**src/rtl/usb_status_pkg.sv**
```systemverilog
// Shared display-mode encoding and LED bank layout for the USB status LED block.
package usb_status_pkg;

  typedef enum logic [1:0] {
    MODE_STATUS    = 2'd0,
    MODE_TYPE      = 2'd1,
    MODE_COUNT     = 2'd2,
    MODE_HEARTBEAT = 2'd3
  } mode_t;

  localparam int LED_W    = 8;
  localparam int ERR_BASE = 4;
  localparam int MAX_NCH  = 4;

  // Button presses walk the modes in a ring.
  function automatic mode_t next_mode(input mode_t m);
    return mode_t'(m + 2'd1);
  endfunction

endpackage

```
**src/rtl/led_pulse_stretch.sv**
```systemverilog
// Stretches a one-cycle trigger into a LEN-cycle registered activity pulse; output lags trigger by 1 cycle.
// A retrigger reloads the full length, so a pulse never ends early.
module led_pulse_stretch #(
  parameter int LEN = 4
) (
  input  logic clk,
  input  logic rst_n,
  input  logic trig,
  output logic active
);

  localparam int CW = (LEN > 1) ? $clog2(LEN) : 1;
  localparam logic [CW-1:0] LOAD = CW'(LEN - 1);

  logic [CW-1:0] cnt;

  // The trigger cycle itself counts as the first active cycle, hence LEN-1.
  always_ff @(posedge clk or negedge rst_n) begin
    if (!rst_n) begin
      cnt    <= '0;
      active <= 1'b0;
    end else begin
      active <= trig | (cnt != '0);
      if (trig)
        cnt <= LOAD;
      else if (cnt != '0)
        cnt <= cnt - 1'b1;
    end
  end

endmodule

```
**src/rtl/usb_status_leds.sv**
```systemverilog
// Multi-channel HID status LEDs: report counters, stretched activity, sticky errors, button-selected view.
// Report strobe reaches led 2 cycles later; a debounced press reaches mode 1 cycle later, led 1 after that.
module usb_status_leds
  import usb_status_pkg::*;
#(
  parameter int NCH         = 2,
  parameter int CNT_W       = 7,
  parameter int STRETCH_CYC = 1200000,
  parameter int DEB_CYC     = 120000,
  parameter int HB_W        = 23
) (
  input  logic               usbclk,
  input  logic               usbrst_n,
  input  logic [2*NCH-1:0]   typ,
  input  logic [NCH-1:0]     report,
  input  logic [NCH-1:0]     conerr,
  input  logic               mode_btn,
  input  logic               clr_err,
  input  logic [1:0]         ch_sel,
  output logic [LED_W-1:0]   led,
  output logic [1:0]         mode
);

  localparam int DW = (DEB_CYC > 1) ? $clog2(DEB_CYC) : 1;
  localparam logic [DW-1:0] DEB_LAST = DW'(DEB_CYC - 1);

  logic             rst_meta;
  logic             rst_n;
  logic [CNT_W-1:0] rpt_cnt [NCH];
  logic [NCH-1:0]   active;
  logic [NCH-1:0]   err_q;
  logic             btn_meta;
  logic             btn_sync;
  logic             btn_deb;
  logic [DW-1:0]    deb_cnt;
  logic             deb_rise;
  mode_t            mode_q;
  logic [HB_W-1:0]  hb;
  logic [LED_W-1:0] led_nxt;

  // Reset asserts immediately but releases in step with usbclk.
  always_ff @(posedge usbclk or negedge usbrst_n) begin
    if (!usbrst_n) begin
      rst_meta <= 1'b0;
      rst_n    <= 1'b0;
    end else begin
      rst_meta <= 1'b1;
      rst_n    <= rst_meta;
    end
  end

  always_ff @(posedge usbclk or negedge rst_n) begin
    if (!rst_n) begin
      for (int i = 0; i < NCH; i++)
        rpt_cnt[i] <= '0;
      err_q <= '0;
    end else begin
      for (int i = 0; i < NCH; i++) begin
        if (report[i])
          rpt_cnt[i] <= rpt_cnt[i] + 1'b1;
      end
      // An error still present wins over a clear request.
      err_q <= conerr | (err_q & ~{NCH{clr_err}});
    end
  end

  for (genvar g = 0; g < NCH; g++) begin : g_stretch
    led_pulse_stretch #(.LEN(STRETCH_CYC)) u_stretch (
      .clk    (usbclk),
      .rst_n  (rst_n),
      .trig   (report[g]),
      .active (active[g])
    );
  end

  // Any disagreement with the debounced level must persist DEB_CYC samples in a row.
  always_ff @(posedge usbclk or negedge rst_n) begin
    if (!rst_n) begin
      btn_meta <= 1'b0;
      btn_sync <= 1'b0;
      btn_deb  <= 1'b0;
      deb_cnt  <= '0;
      deb_rise <= 1'b0;
    end else begin
      btn_meta <= mode_btn;
      btn_sync <= btn_meta;
      deb_rise <= 1'b0;
      if (btn_sync == btn_deb) begin
        deb_cnt <= '0;
      end else if (deb_cnt == DEB_LAST) begin
        btn_deb  <= btn_sync;
        deb_cnt  <= '0;
        deb_rise <= btn_sync;
      end else begin
        deb_cnt <= deb_cnt + 1'b1;
      end
    end
  end

  always_ff @(posedge usbclk or negedge rst_n) begin
    if (!rst_n)
      mode_q <= MODE_STATUS;
    else if (deb_rise)
      mode_q <= next_mode(mode_q);
  end

  assign mode = mode_q;

  always_ff @(posedge usbclk or negedge rst_n) begin
    if (!rst_n)
      hb <= '0;
    else
      hb <= hb + 1'b1;
  end

  always_comb begin
    led_nxt = '0;
    case (mode_q)
      MODE_STATUS: begin
        for (int i = 0; i < NCH; i++) begin
          led_nxt[i]            = active[i];
          led_nxt[ERR_BASE + i] = err_q[i];
        end
      end
      MODE_TYPE: begin
        for (int i = 0; i < NCH; i++)
          led_nxt[2*i +: 2] = typ[2*i +: 2];
      end
      MODE_COUNT: begin
        // Unpopulated channel selections fall through to a dark bank.
        for (int i = 0; i < NCH; i++) begin
          if (ch_sel == 2'(i))
            led_nxt = LED_W'(rpt_cnt[i]);
        end
      end
      MODE_HEARTBEAT: begin
        led_nxt[0]   = hb[HB_W-1];
        led_nxt[7:4] = {4{|err_q}};
      end
      default: led_nxt = '0;
    endcase
  end

  always_ff @(posedge usbclk or negedge rst_n) begin
    if (!rst_n)
      led <= '0;
    else
      led <= led_nxt;
  end

endmodule

```
**config.mk**
```make
export PLATFORM = sky130hd
export DESIGN_NAME = usb_status_leds
export DESIGN_NICKNAME = d
export VERILOG_FILES = /design/src/rtl/usb_status_pkg.sv /design/src/rtl/led_pulse_stretch.sv /design/src/rtl/usb_status_leds.sv
export SDC_FILE = /design/constraint.sdc
export NUM_CORES = 1
export LEC_CHECK = 0
export BUFFER_PORTS_ARGS = -buffer_cell sky130_fd_sc_hd__buf_2
export CAP_MARGIN = 30
export CORE_UTILIZATION = 60
export CTS_BUF_LIST = sky130_fd_sc_hd__clkbuf_4
export DETAILED_ROUTE_END_ITERATION = 6
export GPL_TIMING_DRIVEN = 0
export PLACE_DENSITY = 0.84
export SYNTH_ARGS = -nofsm -noshare
export SYNTH_HDL_FRONTEND = slang
export SYNTH_SLANG_ARGS = --single-unit
export TNS_END_PERCENT = 20
```
**constraint.sdc**
```tcl
create_clock -name usbclk -period 4.22 [get_ports usbclk]
set_input_delay 0.844 -clock usbclk [delete_from_list [all_inputs] [get_ports usbclk]]
set_output_delay 0.844 -clock usbclk [all_outputs]
set_load 0.01 [all_outputs]
```
### Word level (Yosys, flattened, before mapping)

Index checks and enable logic that the tools add are counted.

| operators by class | value |
|---|---|
| add/subtract/negate cells | 7 |
| equality and inequality tests | 6 |
| multiplexer cells | 15 |
| bitwise operators | 6 |
| reduce and logical (&&, ||, !) cells | 8 |

Operators with widths:

| operator | count |
|---|---|
| two-way mux 21 bit | 4 |
| nonzero test 21 bit | 2 |
| subtractor 21 x 1 -> 21 bit, second input constant | 2 |
| two-way mux 17 bit | 2 |
| adder 23 x 1 -> 23 bit, second input constant | 1 |
| adder 17 x 1 -> 17 bit, second input constant | 1 |
| equality test 17 bit, second input constant | 1 |
| adder 7 x 1 -> 7 bit, second input constant | 2 |
| two-way mux 7 bit | 2 |
| one-hot mux 2 bit (2 select lines) | 2 |
| one-hot mux 2 bit (3 select lines) | 1 |
| equality test 2 x 1 -> 1 bit, second input constant | 2 |
| equality test 2 bit, second input constant | 2 |
| logical NOT 2 bit | 2 |
| one-hot mux 1 bit (4 select lines) | 1 |
| nonzero test 2 bit | 2 |
| one-hot mux 1 bit (3 select lines) | 1 |
| adder 2 x 1 -> 2 bit, second input constant | 1 |
| bitwise AND 2 bit | 1 |
| two-way mux 1 bit | 2 |
| inverter 2 bit | 1 |
| bitwise OR 1 bit | 2 |
| bitwise OR 2 bit | 1 |
| AND reduction 2 bit | 1 |
| 3 further kinds | 3 |

| storage, ports and cells | value |
|---|---|
| bits in registers | 116 |
| output and inout port bits | 10 |

### Longest topological paths before layout

| depth | value |
|---|---|
| word-level depth | 4 |
| mapped depth | 8 |
| gate-level depth less buffers | 7 |

### Modules after synthesis

A second synthesis with hierarchy kept.

| unflattened totals | value |
|---|---|
| cell total of the unflattened synthesis | 557 |
| area, all modules | 5836.8 um^2 |

By module, submodules not included:

| module | instances | cells an instance | area each (um^2) | sequential area each (um^2) |
|---|---|---|---|---|
| usb_status_leds | 1 | 283 | 3184.3 | 1801.7 |
| led_pulse_stretch | 2 | 137 | 1326.3 | 550.5 |

### Least setup slack after synthesis

Ideal clock, no wire load.

| timing | value |
|---|---|
| path kind | register -> register |
| from | register g_stretch[1].u_stretch.cnt[0] |
| to | register g_stretch[1].u_stretch.cnt[20] |
| library setup time | 124 ps |
| arrival | 2097 ps |
| data required time | 4096 ps |
| slack | 1999 ps |
| stages on the path, launching flop included | 7 |
| buffers on the path | 0 |
| period minus slack after synthesis | 2221 ps |
| cells stage by stage | dfrtp_1 > inv_1 > ha_1 > or3b_1 > or3_1 > or4_1 > a211o_1 |

| on the way | value |
|---|---|
| cells in the longest elaborated chain, start to end | 3 |

RTL lines:

| item | RTL line | text |
|---|---|---|
| from (decl) | led_pulse_stretch.sv:15 | `logic [CW-1:0] cnt;` |
| from (signal assigned) | led_pulse_stretch.sv:27 | `cnt <= cnt - 1'b1;` |
| subtractor 21 x 1 -> 21 bit | led_pulse_stretch.sv:27 |  |
| two-way mux 21 bit | led_pulse_stretch.sv:26 | `else if (cnt != '0)` |
| two-way mux 21 bit | led_pulse_stretch.sv:24 | `if (trig)` |

Several ways; a longest one is shown, not always the timed one. The select of a mux whose other input is x is not followed.
A chain may end at the register's enable or synchronous reset.

### Worst setup path after layout

| timing | value |
|---|---|
| from | register g_stretch[1].u_stretch.cnt[0] |
| to | register g_stretch[1].u_stretch.cnt[12] |

The elaborated chain is that of the path after synthesis.

==> flow_summary.rst <==
.. list-table::
   :header-rows: 1

   * - Metric
     - Value
   * - Status
     - finished, violations left
   * - Violations in the final reports
     - DRC
   * - Category of cells accounting for the largest share of critical-path delay
     - simple AND/OR/NAND/NOR gates
   * - Number of instances in the synthesized netlist
     - 517
   * - Data required, critical path
     - 4620 ps
   * - Most common library cell in the layout ignoring fill and taps
     - dfrtp_1
   * - Post-detailed-routing wire length
     - 10,500 um
   * - Total of max-cap violations
     - 0
   * - Initial standard-cell utilization of the core
     - 0.623
   * - Maximum number of pins on one net before global-route repair
     - 74
   * - Number of register bits inferred by synthesis
     - 116
   * - Crit Path Class
     - flop to flop
   * - Setup Skew
     - 18.3 ps
   * - FF-to-FF path depth
     - 7
   * - Critical Path Source Type
     - flop
   * - CTS tree
     - done
   * - Count of placed standard cells including taps
     - 648
   * - Capturing point of the worst reg2reg path
     - g_stretch[1].u_stretch.cnt[12]$_DFFE_PN0P_
   * - Fraction of layout instances using a drive strength above 1
     - 0.126
   * - Final Hold Fails
     - 0
   * - Critical register-to-register path startpoint
     - g_stretch[1].u_stretch.cnt[0]$_DFFE_PN0P_
   * - Critical path fanouts, max
     - 8
   * - Final antenna-violating net count
     - 0
   * - Antenna Cells
     - 0
   * - Clock network fraction of design power
     - 0.376
   * - Count of boundary I/O pins
     - 24
   * - Logic gate share of total power
     - 0.081
   * - Die Footprint
     - 0.00953 sq mm
   * - Slowest cell on crit path
     - nor4_1
   * - Routability-driven placement congestion ratio
     - 0.838
   * - Vias in the first global route
     - 4,117
   * - Vert. Die Dim
     - 97.6 um
   * - Endpoint of the most critical setup path
     - g_stretch[1].u_stretch.cnt[12]$_DFFE_PN0P_
   * - Proportion of netlist area held by the largest area contributor
     - 0.529
   * - Final non-filler cell total
     - 680
   * - Routed via count divided by cell count
     - 5.90
   * - Area of combinational cells with multiple inputs
     - 0.00248 sq mm
   * - Distinct cells, synth
     - 46
   * - DRC violation count after routing
     - 10
   * - Final worst setup slack
     - 1490 ps
   * - Setup repair after global routing missed its margin
     - no
   * - Combined area of all synthesized cells
     - 0.00549 sq mm
   * - Post CTS Setup Buffer Count
     - 0
   * - Detailed Route Iter0 Violations
     - 206
   * - Category of the worst setup path capture point
     - flop
   * - Final setup violation count
     - 0
   * - CP startpoint
     - g_stretch[1].u_stretch.cnt[0]$_DFFE_PN0P_
   * - Post-synthesis async set-or-reset flop share
     - 1.00
   * - Average wire per cell in the routed design
     - 15.4 um
   * - Number of pins with negative max-slew slack in the final report
     - 0
   * - First-pass GRT wire length
     - 18,400 um
   * - Slew Limit Headroom
     - 0.383
   * - Reg-to-reg setup timing slack
     - 1490 ps
   * - Crit path buf inv count
     - 1
   * - Leak Pwr
     - 2.54 nW
   * - Type of the tightest min-delay check
     - primary input to async pin
   * - Commonest cells after routing, fill and taps aside
     - dfrtp_1 (115), nor2_1 (51), xor2_1 (39)
   * - Total stage count of the critical path
     - 7
   * - Aggregate global routing overflow
     - 0
   * - Ys Warns
     - 0
   * - P_sw
     - 0.610 mW
   * - Timing-limited maximum frequency
     - 367 MHz
   * - Fill cell count
     - 642
   * - Power Total
     - 2.36 mW
   * - Switching share of power
     - 0.258
   * - Synthesized area per cell
     - 10.6 sq um
   * - Dominant register cell in the synthesized netlist
     - dfrtp_1
   * - Worst-case vdd ir drop
     - 0.308 mV
   * - Number of buffers added on ports
     - 22
   * - Post-synthesis sequential area ratio
     - 0.529
   * - Post-layout minimum cycle time
     - 2730 ps
   * - Core area
     - 0.00881 sq mm
   * - Portion of total power attributed to sequential cells
     - 0.544
   * - Antenna violations before repair
     - 0
   * - Worst setup slack before clock tree synthesis
     - 1620 ps
   * - Estimated wirelength of the detail-placed design
     - 7160 um
   * - Vias after detailed routing
     - 4,014
   * - Synth area leaders
     - dfrtp_1 (53%), xor2_1 (6.2%), xnor2_1 (4.8%), nor2_1 (3.5%), ha_1 (3.2%)
   * - Ratio of total power to cell area
     - 389 mW/mm^2
   * - Number of clock buffers inserted by TritonCTS
     - 17
   * - Cell internal power dissipation
     - 1.75 mW
   * - Register area
     - 0.00291 sq mm
   * - Post-Synthesis Net Count
     - 545
   * - Number of nets in the layout
     - 587
   * - Width of the die
     - 97.6 um
   * - Cells along the critical path
     - inv_1 > ha_1 > nor4b_1 > nand3_1 > nor4_1 > nor4bb_1 > mux2_2
   * - Number of hold buffers added after CTS
     - 0
   * - H-Tree Level Count
     - 4
   * - Transition at the pin with the smallest max-transition slack
     - 926 ps
   * - Count of clock tree sinks
     - 116
   * - Count of instances resized after the clock tree is built
     - 0
   * - Clock Tree Buf Depth
     - 2
   * - Endpoint arrival time on the critical path
     - 3130 ps
   * - Area delta synth->final
     - 10.7%
   * - Post-synth EDFFs
     - 0
   * - Number of detailed-routing iterations run before antenna repair
     - 7
   * - Total global-route track usage
     - 0.244
   * - Clock latency on the worst-skew pair
     - 510 ps
   * - CTS clk-pin slew, worst paths
     - 100 ps
   * - Largest area contributor in the synthesized netlist
     - dfrtp_1
   * - Std cell rows
     - 34
   * - Post-Route Setup TNS
     - 0 ps
   * - Share of the cycle needed by the critical path after routing
     - 0.646
   * - Highest cell delay on the worst timing path
     - 520 ps
   * - Clk Tree Root Cell
     - clkbuf_4
how the worst min path moves through the flow:
stage,slack (ps),to,from,cells after the start
detailed placement,350,btn_sync$_DFF_PN0_,btn_meta$_DFF_PN0_,0
floorplan,330,btn_sync$_DFF_PN0_,btn_meta$_DFF_PN0_,0
global placement,330,btn_sync$_DFF_PN0_,btn_meta$_DFF_PN0_,0
CTS,60,rst_n$_DFF_PN0_,usbrst_n,1
global route,50,rst_n$_DFF_PN0_,usbrst_n,1
finish,100,rst_n$_DFF_PN0_,usbrst_n,1
power by group through the flow:
stage          clock, mW  sequential, mW  combinational [mW]
2_1_floorplan          0            1.29               0.142
3_3_place_gp           0            1.31               0.173
3_5_place_dp           0            1.30               0.193
4_1_cts            0.905            1.28               0.194
5_1_grt            0.951            1.30               0.216
6_report           0.888            1.28               0.190
routing by layer:
metal  GRT usage  vias to the layer above  routed length, um
met5           0                        -                  0
met3      0.0619                       17                385
met1       0.298                     2003               4600
met4       0.115                        0                191
li1            -                     1905                  -
met2       0.407                       89               5280
logic make-up (layout without fill, tap and decap cells):
family | after synthesis | count (layout) | share of synthesized area
AO/OA/AOI/OAI | 51 | 51 | 0.0561
other | 1 | 1 | 0.000683
adder cells (fa/ha/maj) | 14 | 14 | 0.0319
XOR/XNOR | 69 | 69 | 0.110
buffers and inverters | 25 | 80 | 0.0187
AND/OR/NAND/NOR | 224 | 224 | 0.221
flip-flops | 116 | 116 | 0.529
multiplexers | 17 | 17 | 0.0331
stage by stage:
step	instance area, sq um	hold WS [ps]	util
after global placement	5730	334	0.651
after CTS	6070	55.9	0.690
after detailed placement	5760	345	0.654
after floorplan	5490	331	-
final	6070	101	0.690
after global routing	6070	50.9	0.690
flip-flops by register name (all words and copies together) (netlist names), 2 cells and up:
| name | count |
|---|---|
| err_q | 2 |
| deb_cnt | 17 |
| led | 8 |
| g_stretch.u_stretch.active | 2 |
| rpt_cnt | 14 |
| mode | 2 |
| g_stretch.u_stretch.cnt | 42 |
| hb | 23 |
synthesized netlist by cell type, types with 9 or more instances:
cell	number
dfrtp_1	116
nor2_1	51
xor2_1	39
nand2_1	34
xnor2_1	30
nand3_1	24
o21ai_0	19
nand4_1	17
ha_1	14
inv_1	13
nand2b_1	13
nor3_1	13
nor4_1	13
a21oi_1	12
clkbuf_1	10
mux2_2	9
cell type report:
| type | count | share of cell area |
|---|---|---|
| Multi-Input combinational cell | 376 | 0.409 |
| Clock inverter | 15 | 0.0311 |
| Sequential cell | 116 | 0.478 |
| Clock buffer | 17 | 0.0210 |
| Timing Repair Buffer | 23 | 0.0214 |
| Buffer | 12 | 0.00886 |
| Tap cell | 108 | 0.0222 |
| Inverter | 13 | 0.00803 |
Note: power is estimated with default switching activity, not from simulation.
